<file path="src/rtl/seq_detect_stream_ctrl_if.sv">
// Word stream handshake between a word-wide producer and the serialising
// detector controller.
//   word_valid  producer -> controller  a word is offered
//   word_data   producer -> controller  word payload, shifted MSB first
//   word_last   producer -> controller  word closes its frame
//   word_ready  controller -> producer  controller accepts a word this cycle
interface seq_detect_stream_ctrl_if #(
  parameter int unsigned WORD_W = 16
);
  logic              word_valid;
  logic [WORD_W-1:0] word_data;
  logic              word_last;
  logic              word_ready;

  modport master (
    output word_valid,
    output word_data,
    output word_last,
    input  word_ready
  );

  modport slave (
    input  word_valid,
    input  word_data,
    input  word_last,
    output word_ready
  );
endinterface

</file>
<file path="src/rtl/seq_detect_stream_ctrl.sv">
// Serialising controller around a programmable-pattern bit-sequence detector.
// Words arrive over a valid/ready handshake and are shifted MSB-first, one bit
// per clock, through a window matcher. Each detection gives a one-cycle
// det_pulse and bumps a saturating per-frame match_count; word_last ends a
// frame with a one-cycle done pulse.
// Ports:
//   clk          rising-edge clock
//   reset        asynchronous, active-high; clears all state
//   cfg_pattern  pattern; bit [len-1] is matched first
//   cfg_len      pattern length; 0 or >PAT_W means PAT_W
//   cfg_overlap  1 = overlapping matches, 0 = non-overlapping
//   flush        synchronous abort of the current frame
//   word_if      word stream (slave side)
//   busy         frame in progress
//   det_pulse    one-cycle pulse per detection
//   match_count  detections in the current or last frame, saturating
//   done         one-cycle pulse at end of frame
module seq_detect_stream_ctrl #(
  parameter int unsigned WORD_W = 16,
  parameter int unsigned PAT_W  = 8,
  parameter int unsigned CNT_W  = 8
) (
  input  logic                       clk,
  input  logic                       reset,
  input  logic [PAT_W-1:0]           cfg_pattern,
  input  logic [$clog2(PAT_W+1)-1:0] cfg_len,
  input  logic                       cfg_overlap,
  input  logic                       flush,
  seq_detect_stream_ctrl_if.slave    word_if,
  output logic                       busy,
  output logic                       det_pulse,
  output logic [CNT_W-1:0]           match_count,
  output logic                       done
);

  localparam int unsigned LEN_W = $clog2(PAT_W + 1);
  localparam int unsigned IDX_W = (WORD_W > 1) ? $clog2(WORD_W) : 1;

  typedef enum logic [1:0] {
    S_IDLE,
    S_SHIFT,
    S_WAIT,
    S_DONE
  } state_t;

  state_t             state_q, state_d;
  logic [WORD_W-1:0]  word_q, word_d;
  logic               last_q, last_d;
  logic [IDX_W-1:0]   idx_q, idx_d;
  logic [PAT_W-1:0]   hist_q, hist_d;
  logic [LEN_W-1:0]   fill_q, fill_d;
  logic [PAT_W-1:0]   pat_q, pat_d;
  logic [LEN_W-1:0]   len_q, len_d;
  logic               ovl_q, ovl_d;
  logic [CNT_W-1:0]   cnt_q, cnt_d;
  logic               det_q, det_d;
  logic               done_q, done_d;
  logic               busy_q, busy_d;
  logic               ready_q, ready_d;

  logic               xfer_c;
  logic               bit_c;
  logic [PAT_W-1:0]   hist_shift_c;
  logic [PAT_W-1:0]   mask_c;
  logic               hit_c;
  logic [LEN_W-1:0]   fill_inc_c;
  logic [LEN_W-1:0]   eff_len_c;

  assign word_if.word_ready = ready_q;
  assign busy        = busy_q;
  assign det_pulse   = det_q;
  assign match_count = cnt_q;
  assign done        = done_q;

  // Out-of-range lengths collapse to the full window
  always_comb begin
    eff_len_c = cfg_len;
    if ((cfg_len == '0) || (cfg_len > LEN_W'(PAT_W))) begin
      eff_len_c = LEN_W'(PAT_W);
    end
  end

  // Window matcher on the history as it will look after the current bit
  always_comb begin
    xfer_c       = word_if.word_valid & ready_q;
    bit_c        = word_q[idx_q];
    hist_shift_c = {hist_q[PAT_W-2:0], bit_c};
    for (int unsigned i = 0; i < PAT_W; i++) begin
      mask_c[i] = (LEN_W'(i) < len_q);
    end
    // fill counts bits since frame start or last non-overlapping match
    hit_c      = (({1'b0, fill_q} + (LEN_W+1)'(1)) >= {1'b0, len_q}) &&
                 (((hist_shift_c ^ pat_q) & mask_c) == '0);
    fill_inc_c = (fill_q == LEN_W'(PAT_W)) ? fill_q : fill_q + LEN_W'(1);
  end

  // Next-state and datapath update
  always_comb begin
    state_d = state_q;
    word_d  = word_q;
    last_d  = last_q;
    idx_d   = idx_q;
    hist_d  = hist_q;
    fill_d  = fill_q;
    pat_d   = pat_q;
    len_d   = len_q;
    ovl_d   = ovl_q;
    cnt_d   = cnt_q;
    det_d   = 1'b0;

    unique case (state_q)
      S_IDLE: begin
        if (xfer_c) begin
          pat_d   = cfg_pattern;
          len_d   = eff_len_c;
          ovl_d   = cfg_overlap;
          hist_d  = '0;
          fill_d  = '0;
          cnt_d   = '0;
          word_d  = word_if.word_data;
          last_d  = word_if.word_last;
          idx_d   = IDX_W'(WORD_W - 1);
          state_d = S_SHIFT;
        end
      end
      S_SHIFT: begin
        hist_d = hist_shift_c;
        fill_d = (hit_c && !ovl_q) ? '0 : fill_inc_c;
        if (hit_c) begin
          det_d = 1'b1;
          if (cnt_q != '1) begin
            cnt_d = cnt_q + CNT_W'(1);
          end
        end
        idx_d = idx_q - IDX_W'(1);
        if (idx_q == '0) begin
          state_d = last_q ? S_DONE : S_WAIT;
        end
      end
      S_WAIT: begin
        // Frame continues: history, fill, count and shadow config persist
        if (xfer_c) begin
          word_d  = word_if.word_data;
          last_d  = word_if.word_last;
          idx_d   = IDX_W'(WORD_W - 1);
          state_d = S_SHIFT;
        end
      end
      S_DONE: begin
        state_d = S_IDLE;
      end
      default: begin
        state_d = S_IDLE;
      end
    endcase

    // Abort wins over any transfer or bit processing this cycle
    if (flush && (state_q != S_IDLE)) begin
      state_d = S_IDLE;
      cnt_d   = '0;
      fill_d  = '0;
      hist_d  = '0;
      det_d   = 1'b0;
    end

    ready_d = (state_d == S_IDLE) || (state_d == S_WAIT);
    busy_d  = (state_d != S_IDLE);
    done_d  = (state_d == S_DONE);
  end

  // State and output registers
  always_ff @(posedge clk or posedge reset) begin
    if (reset) begin
      state_q <= S_IDLE;
      word_q  <= '0;
      last_q  <= 1'b0;
      idx_q   <= '0;
      hist_q  <= '0;
      fill_q  <= '0;
      pat_q   <= '0;
      len_q   <= LEN_W'(PAT_W);
      ovl_q   <= 1'b0;
      cnt_q   <= '0;
      det_q   <= 1'b0;
      done_q  <= 1'b0;
      busy_q  <= 1'b0;
      ready_q <= 1'b1;
    end else begin
      state_q <= state_d;
      word_q  <= word_d;
      last_q  <= last_d;
      idx_q   <= idx_d;
      hist_q  <= hist_d;
      fill_q  <= fill_d;
      pat_q   <= pat_d;
      len_q   <= len_d;
      ovl_q   <= ovl_d;
      cnt_q   <= cnt_d;
      det_q   <= det_d;
      done_q  <= done_d;
      busy_q  <= busy_d;
      ready_q <= ready_d;
    end
  end

endmodule
</file>
<file path="src/flat_wrapper.sv">
// flat-port wrapper written by rule: the top's interface ports become plain ports
module seq_detect_stream_ctrl_flat 
#(
  parameter int unsigned WORD_W = 16,
  parameter int unsigned PAT_W  = 8,
  parameter int unsigned CNT_W  = 8
)
  (clk, reset, cfg_pattern, cfg_len, cfg_overlap, flush, busy, det_pulse, match_count, done, word_if_word_valid, word_if_word_data, word_if_word_last, word_if_word_ready);
  seq_detect_stream_ctrl_if #(.WORD_W(WORD_W)) word_if_i ();
  input  logic clk;
  input  logic reset;
  input  logic [PAT_W-1:0] cfg_pattern;
  input  logic [$clog2(PAT_W+1)-1:0] cfg_len;
  input  logic cfg_overlap;
  input  logic flush;
  output logic busy;
  output logic det_pulse;
  output logic [CNT_W-1:0] match_count;
  output logic done;
  input wire logic [$bits(word_if_i.word_valid)-1:0] word_if_word_valid;
  input wire logic [$bits(word_if_i.word_data)-1:0] word_if_word_data;
  input wire logic [$bits(word_if_i.word_last)-1:0] word_if_word_last;
  output wire logic [$bits(word_if_i.word_ready)-1:0] word_if_word_ready;
  assign word_if_i.word_valid = word_if_word_valid;
  assign word_if_i.word_data = word_if_word_data;
  assign word_if_i.word_last = word_if_word_last;
  assign word_if_word_ready = word_if_i.word_ready;
  seq_detect_stream_ctrl #(.WORD_W(WORD_W), .PAT_W(PAT_W), .CNT_W(CNT_W)) u_core (.clk(clk), .reset(reset), .cfg_pattern(cfg_pattern), .cfg_len(cfg_len), .cfg_overlap(cfg_overlap), .flush(flush), .word_if(word_if_i), .busy(busy), .det_pulse(det_pulse), .match_count(match_count), .done(done));
endmodule
</file>
<file path="config.mk">
export PLATFORM = sky130hd
export DESIGN_NAME = seq_detect_stream_ctrl_flat
export DESIGN_NICKNAME = d
export VERILOG_FILES = /design/src/rtl/seq_detect_stream_ctrl_if.sv /design/src/rtl/seq_detect_stream_ctrl.sv /design/src/flat_wrapper.sv
export SDC_FILE = /design/constraint.sdc
export NUM_CORES = 1
export LEC_CHECK = 0
export ABC_AREA = 1
export BUFFER_PORTS_ARGS = -buffer_cell sky130_fd_sc_hd__buf_4
export CAP_MARGIN = 20
export CORE_AREA = 4 4 102 104
export DETAILED_ROUTE_END_ITERATION = 7
export DIE_AREA = 0 0 106 108
export PLACE_DENSITY = 0.51
export SYNTH_ARGS = -nofsm -noshare
export SYNTH_HDL_FRONTEND = slang
export SYNTH_SLANG_ARGS = --single-unit
</file>
<file path="constraint.sdc">
create_clock -name clk -period 2.55 [get_ports clk]
set_input_delay 0.255 -clock clk [delete_from_list [all_inputs] [get_ports clk]]
set_output_delay 0.255 -clock clk [all_outputs]
set_load 0.01 [all_outputs]
</file>
==> flow_summary_export.csv <==
group,metric,value,unit
layout,area_delta_synth_final,22.5,%
placement,dp_hpwl,5150,microns
clock_network,cts_tree,"done",
clock_network,root_buffer,"clkbuf_8",
layout,layout.core_utilization,39.8,%
clock_network,cts.clk_slew.worst_paths,0.07,ns
global_routing,grt_use_total,13.5,%
synthesis,avgSynthCellArea,7.81,sq um
clock_network,clock-sinks,59,
global_routing,antenna_found_initial,0,
placement,place_ws,0.277,ns
global_routing,overflow,0,
route,wl,7040,microns
critical_path,rr_startpoint,"u_core.fill_q[0]$_DFFE_PP0P_",
critical_path,crit_path_start_kind,"flop",
layout,finish.instance_area,3800,sq um
sta,fmax,442,MHz
synthesis,synthTopCellsByArea,"dfrtp_1, nand2_1, inv_1",
layout,stdcell_count,589,
sta,fin_ws,0.288,ns
power,total_power,3.91,mW
die,rows,36,
sta,rsz0062_at_grt,"no",
die,ios,46,
critical_path,endpoint_kind,"flop",
critical_path,crit_start,"u_core.fill_q[0]$_DFFE_PP0P_",
synthesis,ys_warn_count,0,
critical_path,cp_max_fo,15,
sta,slew_headroom,58.2,%
clock_network,h-tree-depth,3,
power,p_comb_share,40.7,%
sta,worst_slew_pin_slew,0.625,ns
route,dr.first_iter.drc_count,112,
layout,antenna_cells,0,
critical_path,arrival,2.47,ns
sta,finalCriticalPeriod,2.26,ns
die,core-area,9550,sq um
synthesis,synth_cell_type_count,33,
sta,setup_viol,0,
synthesis,syn_area,3100,sq um
power,p_leak,1.93,nW
synthesis,syn_nets,439,
placement,gp_congestion,0.802,
synthesis,yosys.area.top_type_share,46.0,%
layout,fin_nets,494,
critical_path,critPathKind,"flop to flop",
layout,multi_input_area,1360,sq um
layout,register_area,1480,sq um
clock_network,numCtsBuffers,9,
power,p_sw,1.63,mW
power,p_int,2.28,mW
worst_hold_path,hold_path.class,"input pin to flop",
sta,holdWs,0.115,ns
route,drcViolationCount,0,
power,power_density,1030,nW/um^2
worst_hold_path,hp-start,"word_if_word_data[3]",
synthesis,yosysTopAreaCell,"dfrtp_1",
die,floorplan.die_area,11400,sq um
die,die_h,108,microns
layout,drive_gt1_share,19.3,%
power,irDropWorstVdd,0.487,mV
job,max_cap_violations,0,
route,detail-route-antenna-nets,0,
die,start_util,32.5,%
synthesis,ys_ff_latch,59,
sta,period_share,88.7,%
route,wl_per_cell,12.0,microns
layout,n_fill_cell,1022,
synthesis,yosysSeqAreaShare,47.7,%
global_routing,grt_pass1_wl,12400,microns
sta,slew_viol_final,0,
global_routing,grt_max_degree,34,
die,dieWidth,106,microns
route,avgViaCountPerCell,4.46,
status,status,"completed",
sta,hold_violations,0,
sta,fin_setup_tns,0,ns
power,seq_power_share,39.2,%
global_routing,grt_pass1_vias,2671,
clock_network,clkLatencyLatePin,0.34,ns
placement,dpl_cell_area,3610,sq um
synthesis,synthCells,397,
route,firstDrtPassIters,4,
route,vias,2625,
placement,port_buffers,45,
power,p_sw_share,41.6,%
critical_path,worst-endpoint-required,2.76,ns
placement,dpl.cell_count,573,
power,pwr-share-clk,20.2,%
clock_network,clockBufferDepth,2,
sta,fin_skew,0.00912,ns
[synth_stat cells, drive strengths merged]
library cell and n:
dfrtp 57, inv 61, a211oi 1, o41ai 1, nor4 5, a31o 1, nor2 31, a21oi 9
o211ai 1, o21ai 36, xnor2 1, xor2 7, a32oi 1, nand3b 1, dfstp 2, nand2 131
buf 2, a31oi 1, ha 8, nor3 4, clkbuf 4, nand4 4, nand3 27, o31a 1
[metal layers]
| layer | part of all wire [%] | GRT usage (%) | vias up | wire length, microns |
|---|---|---|---|---|
| met4 | 1.4 | 5.00 | 0 | 97 |
| met1 | 45 | 16.5 | 1214 | 3190 |
| met5 | 0 | 0 | - | 0 |
| li1 | - | - | 1365 | - |
| met3 | 3.8 | 3.88 | 7 | 270 |
| met2 | 49 | 23.0 | 39 | 3480 |
[worst max-delay path, stage by stage (launching register included)]
cell and delay [ns]:
dfrtp_1 0.44, inv_1 0.07, ha_1 0.31, ha_1 0.27, o21ai_0 0.07, nand2_1 0.06, nand2_1 0.04, nand2_1 0.05
a21oi_1 0.05, nor2_1 0.16, nand2_2 0.10, a21oi_4 0.37, o21ai_0 0.14
[power groups by stage]
stage	Sequential [mW]	Clock [mW]	Combinational, mW
after detailed placement	1.55	0	1.62
after CTS	1.54	0.818	1.63
after global placement	1.55	0	1.61
after global routing	1.59	0.859	1.89
after floorplan	1.49	0	1.24
final	1.53	0.790	1.59
[worst paths after layout]
path / cells after the start / endpoint / slack, ns
worst min register to register: 2 / u_core.word_q[11]$_DFFE_PP0P_ / 0.47
max in group asynchronous: 4 / u_core.len_q[3]$_DFFE_PP1P_ / 1.34
worst min-delay path: 3 / u_core.word_q[3]$_DFFE_PP0P_ / 0.11
worst max register to register: 12 / u_core.match_count[5]$_DFFE_PP0P_ / 0.29
min in group asynchronous: 3 / u_core.word_q[7]$_DFFE_PP0P_ / 0.55
worst max-delay path: 12 / u_core.match_count[5]$_DFFE_PP0P_ / 0.29
[cell type report]
type                       instances  share of cell area, %
inverter                          61                   6.03
sequential                        59                   38.9
clock buffer                      13                   4.45
clock inverter                     2                  0.264
tap                              133                   4.38
multi-input combinational        271                   35.7
timing repair buffer              50                   10.3
[cell usage in the layout, fill, tap and decap left out, drive strengths merged, types with 2 or more instances in the layout]
master  count
nand4       4
dfstp       2
o21ai      36
a21oi       9
nor2       31
dfrtp      57
buf        49
clkbuf     13
nand2     131
nor4        5
ha          8
nor3        4
nand3      27
xor2        7
inv        61
clkinv      2
[state kept, by name, summed over array words and instances (netlist names)]
signal	count
u_core.word_q	16
u_core.match_count	8
u_core.pat_q	8
u_core.hist_q	7
u_core.fill_q	4
u_core.idx_q	4
u_core.len_q	4
u_core.state_q	2
u_core.busy	1
u_core.det_pulse	1
u_core.done	1
u_core.last_q	1
u_core.ovl_q	1
u_core.word_if.word_ready	1
[logic make-up after synthesis]
kind of cell	synth area share [%]
AO/OA/AOI/OAI	9.81
XOR/XNOR	2.26
adder cells (fa/ha/maj)	3.23
buffers and inverters	8.60
flip-flops	47.7
AND/OR/NAND/NOR	28.4
[timing repair]
action                                 CTS  global route
setup buffers                            0             0
gates resized for setup                  0             0
hold buffers                             1             0
endpoints found under the hold margin    5             0
(Power assumes the default switching activity.)
